--- src/rtl/mod10_tick_counter.sv ---
// mod10_tick_counter
// Up/down modulo counter stepped by rising edges of an asynchronous slow tick.
// The tick is synchronized, edge-detected and gated by an arming flag so that
// a tick already high at reset release never produces a spurious step.
// Outputs the registered count, a one-cycle wrap/borrow carry, the step
// pulse and an active-low seven-segment pattern (bit order g..a).
module mod10_tick_counter #(
    parameter int MODULUS     = 10,
    parameter int SYNC_STAGES = 2
) (
    input  logic       clk,
    input  logic       reset,
    input  logic       tick_in,
    input  logic       en,
    input  logic       up_dn,
    input  logic       load,
    input  logic [3:0] load_val,
    output logic [3:0] count,
    output logic       carry,
    output logic       step,
    output logic [6:0] seg
);

    localparam logic [3:0] MAX_VAL = 4'(MODULUS - 1);
    localparam logic [4:0] MOD_W5  = 5'(MODULUS);

    logic [SYNC_STAGES-1:0] sync_q;
    logic [SYNC_STAGES-1:0] fill_q;
    logic                   ref_q;
    logic                   armed_q, armed_d;
    logic [3:0]             count_q, count_d;
    logic                   carry_q, carry_d;
    logic                   tick_s;
    logic                   raw_edge;

    // Active-low digit pattern, bit order g..a; 10..15 shown as A b C d E F.
    function automatic logic [6:0] seg_decode(input logic [3:0] v);
        case (v)
            4'd0:    seg_decode = 7'b1000000;
            4'd1:    seg_decode = 7'b1111001;
            4'd2:    seg_decode = 7'b0100100;
            4'd3:    seg_decode = 7'b0110000;
            4'd4:    seg_decode = 7'b0011001;
            4'd5:    seg_decode = 7'b0010010;
            4'd6:    seg_decode = 7'b0000010;
            4'd7:    seg_decode = 7'b1111000;
            4'd8:    seg_decode = 7'b0000000;
            4'd9:    seg_decode = 7'b0010000;
            4'd10:   seg_decode = 7'b0001000;
            4'd11:   seg_decode = 7'b0000011;
            4'd12:   seg_decode = 7'b1000110;
            4'd13:   seg_decode = 7'b0100001;
            4'd14:   seg_decode = 7'b0000110;
            default: seg_decode = 7'b0001110;
        endcase
    endfunction

    assign tick_s   = sync_q[SYNC_STAGES-1];
    assign raw_edge = tick_s & ~ref_q;
    assign step     = raw_edge & en & armed_q;

    // Synchronizer chain, edge reference and a fill marker that tells when the
    // chain holds genuinely sampled values rather than reset zeros.
    always_ff @(posedge clk or posedge reset) begin
        if (reset) begin
            sync_q <= '0;
            fill_q <= '0;
            ref_q  <= 1'b0;
        end else begin
            sync_q <= {sync_q[SYNC_STAGES-2:0], tick_in};
            fill_q <= {fill_q[SYNC_STAGES-2:0], 1'b1};
            ref_q  <= tick_s;
        end
    end

    // Arm once a real low level of the tick has come through the chain.
    always_comb begin
        armed_d = armed_q | (fill_q[SYNC_STAGES-1] & ~tick_s);
    end

    // Next count: load wins over a step; wrap and borrow raise carry.
    always_comb begin
        count_d = count_q;
        carry_d = 1'b0;
        if (load) begin
            count_d = ({1'b0, load_val} < MOD_W5) ? load_val : 4'd0;
        end else if (step) begin
            if (up_dn) begin
                if (count_q >= MAX_VAL) begin
                    count_d = 4'd0;
                    carry_d = 1'b1;
                end else begin
                    count_d = count_q + 4'd1;
                end
            end else begin
                if (count_q == 4'd0) begin
                    count_d = MAX_VAL;
                    carry_d = 1'b1;
                end else begin
                    count_d = count_q - 4'd1;
                end
            end
        end
    end

    // Counter, carry and arming state.
    always_ff @(posedge clk or posedge reset) begin
        if (reset) begin
            count_q <= 4'd0;
            carry_q <= 1'b0;
            armed_q <= 1'b0;
        end else begin
            count_q <= count_d;
            carry_q <= carry_d;
            armed_q <= armed_d;
        end
    end

    assign count = count_q;
    assign carry = carry_q;
    assign seg   = seg_decode(count_q);

endmodule

--- config.mk ---
export PLATFORM = sky130hd
export DESIGN_NAME = mod10_tick_counter
export DESIGN_NICKNAME = d
export VERILOG_FILES = /design/src/rtl/mod10_tick_counter.sv
export SDC_FILE = /design/constraint.sdc
export NUM_CORES = 1
export LEC_CHECK = 0
export CAP_MARGIN = 20
export CORE_AREA = 2 2 45 47
export CTS_BUF_LIST = sky130_fd_sc_hd__clkbuf_2
export DETAILED_ROUTE_END_ITERATION = 7
export DIE_AREA = 0 0 47 49
export GPL_ROUTABILITY_DRIVEN = 0
export HOLD_SLACK_MARGIN = 0.15
export PLACE_DENSITY = 0.75
export SYNTH_ARGS = -nofsm -noshare
export SYNTH_HDL_FRONTEND = slang
export SYNTH_SLANG_ARGS = --single-unit
export TNS_END_PERCENT = 30
--- constraint.sdc ---
create_clock -name clk -period 2.11 [get_ports clk]
set_input_delay 0.3165 -clock clk [delete_from_list [all_inputs] [get_ports clk]]
set_output_delay 0.3165 -clock clk [all_outputs]
set_load 0.1 [all_outputs]
==> out/metrics.csv, run 1 <==
stage,metric,value,unit
synthesis,synth_top_area_share,33.0,%
synthesis,async_flop_share,100,%
die,die_h,49,microns
sta,skew,0.00408,ns
critical_path,path_cells,"inv_4, ha_4, inv_2, mux4_2, buf_12",
placed_design,pre_cts_slack,0.0979,ns
power_and_ir_drop,vdd_drop_max,0.563,mV
routing,antenna_left,0,
synthesis,ys_ff_latch,11,
global_routing,overflow,0,
die,die_width,47,microns
routing,first_iter_violations,18,
synthesis,synth_edf_count,0,
critical_path,slowest_stage,dfrtp_4,
die,dieArea,0.00230,sq mm
sta,fin_ws,0.0121,ns
sta,hold_viol,0,
synthesis,synth_ff_type,dfrtp_1,
worst_hold_path,min_path_type,primary input to async pin,
cells_and_area,syn2layout_area_growth,64.2,%
critical_path,r2r-start,count[0]$_DFFE_PP0P_,
synthesis,netlist_instances,92,
sta,setup-tns-final,0,ns
sta,clock.fmax,477,MHz
critical_path,critical_path_required,1.79,ns
synthesis,synth_top_area_cell,dfrtp_1,
sta,drv_slew,0,
placed_design,dpl-instance-area,0.00124,sq mm
critical_path,critPathMaxFanout,5,
clock_network,cts_buffer_depth,2,
critical_path,endpoint_kind,primary output,
routing,via_count,816,
run,cap_violations,0,
placed_design,hpwl,1.46,mm
critical_path,critical_path_arrival,1.78,ns
critical_path,cpPeakStageDelay,0.48,ns
clock_network,clock-sinks,11,
clock_network,cts_root_buf,clkbuf_2,
power_and_ir_drop,p_per_area,738,mW/mm^2
power_and_ir_drop,p_leak,0.566,nW
die,num_io_pins,23,
routing,drt-total-wl,2.07,mm
synthesis,syn_area,835,sq um
synthesis,synth-seq-area-share,33.0,%
global_routing,grt.total_usage,20.3,%
synthesis,synth_cell_types,37,
critical_path,startpoint,count[0]$_DFFE_PP0P_,
global_routing,grt_pass1_vias,750,
critical_path,crit_type,flop to primary output,
synthesis,syn_avg_cell_area,9.07,sq um
cells_and_area,final_nets,142,
cells_and_area,final_common_cell,buf_4,
clock_network,cts_tree,built,
cells_and_area,antenna_cells,0,
global_routing,grt_pass1_wl,3.41,mm
routing,drc,0,
placed_design,numPortBuffers,22,
cells_and_area,mostFrequentLayoutCells,"buf_4, clkdlybuf4s50_1, buf_12",
clock_network,numCtsBuffers,3,
routing,firstDrtPassIters,4,
critical_path,startpoint_type,flop,
synthesis,synth_nets,108,
routing,wl_per_cell,13.6,microns
sta,fin_crit_sh,99.4,%
cells_and_area,layout-drive-gt1-share,41.6,%
outcome,outcome,completed,
clock_network,clock_latency,0.26,ns
cells_and_area,n_fill_cell,143,
die,rows,16,
sta,setup_viol,0,
sta,holdWs,0.323,ns
routing,viasPerCell,5.37,
die,fp.coreArea,0.00184,sq mm
synthesis,synth_area_leaders,"dfrtp_1, ha_1, mux2i_1",
clock_network,htreeDepth,1,
cells_and_area,postLayoutCellArea,0.00137,sq mm
clock_network,clk_pin_slew_worst_paths,0.11,ns
global_routing,grt_max_degree,14,
power_and_ir_drop,power.total,1.01,mW
sta,grt_setup_unrepaired,true,
die,initial_utilization,45.3,%
synthesis,ys_warn_count,0,
global_routing,grt_antenna_before_repair,0,
sta,min_period,2.10,ns
[metal layers]
| layer | part of all wire, % | global-route usage, % | up-vias |
|---|---|---|---|
| met1 | 45 | 29.4 | 385 |
| met3 | 5.4 | 6.67 | 0 |
| met4 | 0 | 1.39 | 0 |
| li1 | - | - | 398 |
| met5 | 0 | 0 | - |
| met2 | 49 | 30.8 | 33 |
[cell families (layout without fill, tap and decap cells)]
| group | Yosys count | in the layout | synth area share, % |
|---|---|---|---|
| and+or+nand+nor | 29 | 29 | 19.9 |
| AOI/OAI and AO/OA | 27 | 27 | 21.7 |
| buffers and inverters | 12 | 45 | 6.60 |
| DFF | 11 | 11 | 33.0 |
| adders and majority gates | 6 | 6 | 9.00 |
| muxes | 6 | 6 | 9.30 |
| other | 1 | 1 | 0.449 |
[power breakdown]
group | total, mW | internal [mW] | switching [mW]
registers | 0.254 | 0.227 | 0.0272
logic | 0.643 | 0.250 | 0.394
clock network | 0.114 | 0.0429 | 0.0708
total | 1.01 | 0.520 | 0.492
[path summary, 6_finish.rpt]
path,end,slack [ns],cells past startpoint
max,seg[3],0.01,5
min,ref_q$_DFF_PP0_,0.32,2
max reg2reg,carry$_DFF_PP0_,0.34,5
min reg2reg,sync_q[1]$_DFF_PP0_,0.36,0
max in group asynchronous,count[0]$_DFFE_PP0P_,1.47,2
min in group clk,sync_q[1]$_DFF_PP0_,0.36,0
[flip-flops by register name, summed over array words and instances, names as in the netlist]
| register | flops |
|---|---|
| armed_q | 1 |
| carry | 1 |
| count | 4 |
| fill_q | 2 |
| ref_q | 1 |
| sync_q | 2 |
[worst max-delay path: cells and delay by family, from the launching register on]
kind | cells | cell delay, ns
fa+ha+maj | 1 | 0.27
mux | 1 | 0.47
buf+inv | 3 | 0.30
flops | 1 | 0.48
[final cells by class]
cell class / count / area, sq um / area share, %
multi-input cells: 69 / 593 / 43.3
repair buffers: 34 / 402 / 29.3
flip-flops and latches: 11 / 288 / 21.0
inverters: 7 / 33.8 / 2.47
well taps: 27 / 33.8 / 2.47
clock buffers: 3 / 15.0 / 1.10
clock inverters: 1 / 5.00 / 0.365
[per-stage QoR]
| step | util, % | std cells |
|---|---|---|
| 6_report | 74.4 | 152 |
| 5_1_grt | 74.4 | 152 |
| 4_1_cts | 70.0 | 150 |
| 3_5_place_dp | 67.3 | 143 |
| 3_3_place_gp | 67.3 | 143 |
| 2_1_floorplan | - | 92 |
[cell usage after synthesis (3+ instances only)]
master	n
a21oi_1	3
a31oi_1	3
nor2b_1	3
o21ai_0	7
inv_1	7
nand2b_1	5
nor2_1	8
ha_1	6
mux2i_1	4
nand2_1	4
dfrtp_1	11
[repair_timing]
| item | in CTS | in global routing |
|---|---|---|
| gates resized for setup | 5 | 13 |
| pin swaps | 0 | 2 |
| buffers inserted | 3 | 2 |
| endpoints found under the hold margin | 0 | 0 |
| hold buffers | 0 | 0 |
| endpoints found under the setup margin | 4 | 4 |
Note: power is estimated with default switching activity, not from simulation.
==> run 2, diff against run 1 <==
Settings changed: SETUP_SLACK_MARGIN from default to 0.2.
==> out/metrics.csv, run 2 (synthesis results as in run 1) <==
stage,metric,value,unit
power_and_ir_drop,p_per_area,730,mW/mm^2
sta,skew,0.0169,ns
cells_and_area,final_nets,146,
critical_path,critical_path_arrival,1.79,ns
critical_path,path_cells,"buf_6, ha_2, mux4_2, buf_12",
critical_path,worst_r2r_path_depth,7,
global_routing,grt_antenna_before_repair,0,
placed_design,dpl-instance-area,0.00125,sq mm
critical_path,endpoint_kind,primary output,
cells_and_area,final_util,77.2,%
power_and_ir_drop,power.total,1.04,mW
die,initial_utilization,45.3,%
placed_design,hpwl,1.52,mm
global_routing,grt_max_degree,14,
critical_path,critical_path_required,1.79,ns
clock_network,ctsHoldBuffers,0,
placed_design,numPortBuffers,22,
cells_and_area,largest_reg_flops,4,
run,cap_violations,0,
global_routing,grt_pass1_vias,808,
clock_network,clk_pin_slew_worst_paths,0.11,ns
outcome,outcome,completed,
sta,min_period,2.11,ns
power_and_ir_drop,p_leak,0.593,nW
clock_network,cts_buffer_depth,2,
clock_network,cts_tree,built,
die,fp.coreArea,0.00184,sq mm
critical_path,startpoint_type,flop,
global_routing,overflow,0,
sta,fin_crit_sh,100,%
routing,first_iter_violations,30,
cells_and_area,stdcell_count,156,
die,num_io_pins,23,
die,die_width,47,microns
worst_hold_path,min_path_type,primary input to async pin,
cells_and_area,final_common_cell,buf_4,
cells_and_area,postLayoutCellArea,0.00142,sq mm
routing,wl_per_cell,14.8,microns
critical_path,crit_type,flop to primary output,
sta,setup-tns-final,0,ns
cells_and_area,syn2layout_area_growth,70.3,%
critical_path,cpPeakStageDelay,0.54,ns
placed_design,pre_cts_slack,0.154,ns
sta,clock.fmax,474,MHz
power_and_ir_drop,vdd_drop_max,0.454,mV
routing,firstDrtPassIters,6,
sta,fin_ws,0.000161,ns
global_routing,grt.total_usage,22.1,%
clock_network,clock_latency,0.25,ns
critical_path,critPathMaxFanout,4,
clock_network,clock-sinks,11,
critical_path,slowest_stage,dfrtp_4,
routing,via_count,842,
routing,drt-total-wl,2.32,mm
clock_network,numCtsBuffers,3,
sta,setup_viol,0,
die,die_h,49,microns
clock_network,htreeDepth,1,
sta,holdWs,0.337,ns
routing,drc,0,
routing,viasPerCell,5.40,
die,dieArea,0.00230,sq mm
die,rows,16,
cells_and_area,antenna_cells,0,
cells_and_area,layout-drive-gt1-share,45.0,%
sta,grt_setup_unrepaired,true,
global_routing,grt_pass1_wl,3.67,mm
sta,drv_slew,0,
clock_network,cts_root_buf,clkbuf_2,
routing,antenna_left,0,
sta,hold_viol,0,
placed_design,dp_cells,144,
cells_and_area,mostFrequentLayoutCells,"buf_4, clkdlybuf4s50_1, buf_12",
## run 2: power by group
group	internal (mW)	switching (mW)	total [mW]	leakage, nW
Combinational	0.264	0.405	0.669	0.451
Clock	0.0504	0.0637	0.114	0.0166
Sequential	0.227	0.0279	0.255	0.126
## run 2: timing repair
item	CTS	global route
resized for setup	18	6
setup endpoints to repair	6	7
setup buffers	6	2
pin swaps	2	3
## run 2: routing by layer
| layer | part of all wire (%) | global-route usage [%] |
|---|---|---|
| met5 | 0 | 0 |
| met4 | 2.2 | 8.33 |
| met3 | 5.3 | 4.81 |
| met2 | 52 | 36.5 |
| met1 | 40 | 27.0 |
## run 2: final timing paths
kind | from | end | slack (ns)
max in group asynchronous | reset | count[0]$_DFFE_PP0P_ | 1.44
min in group clk | sync_q[0]$_DFF_PP0_ | sync_q[1]$_DFF_PP0_ | 0.36
max reg2reg | count[1]$_DFFE_PP0P_ | count[0]$_DFFE_PP0P_ | 0.29
max | count[1]$_DFFE_PP0P_ | seg[3] | 0.0002
min reg2reg | sync_q[0]$_DFF_PP0_ | sync_q[1]$_DFF_PP0_ | 0.36
min | reset | ref_q$_DFF_PP0_ | 0.34
## run 2: final cells by class
type / instances / area (sq um)
multi-input cells: 69 / 609
inverters: 7 / 38.8
flip-flops and latches: 11 / 288
repair buffers: 38 / 432
well taps: 27 / 33.8
clock buffers: 4 / 20.0
fillers: 118 / 420
## run 2: worst max-delay path: cells and delay by family (launching register included)
family | cells | cell delay, ns
buffers and inverters | 2 | 0.34
adder cells (fa/ha/maj) | 1 | 0.18
flip-flops | 1 | 0.54
multiplexers | 1 | 0.49
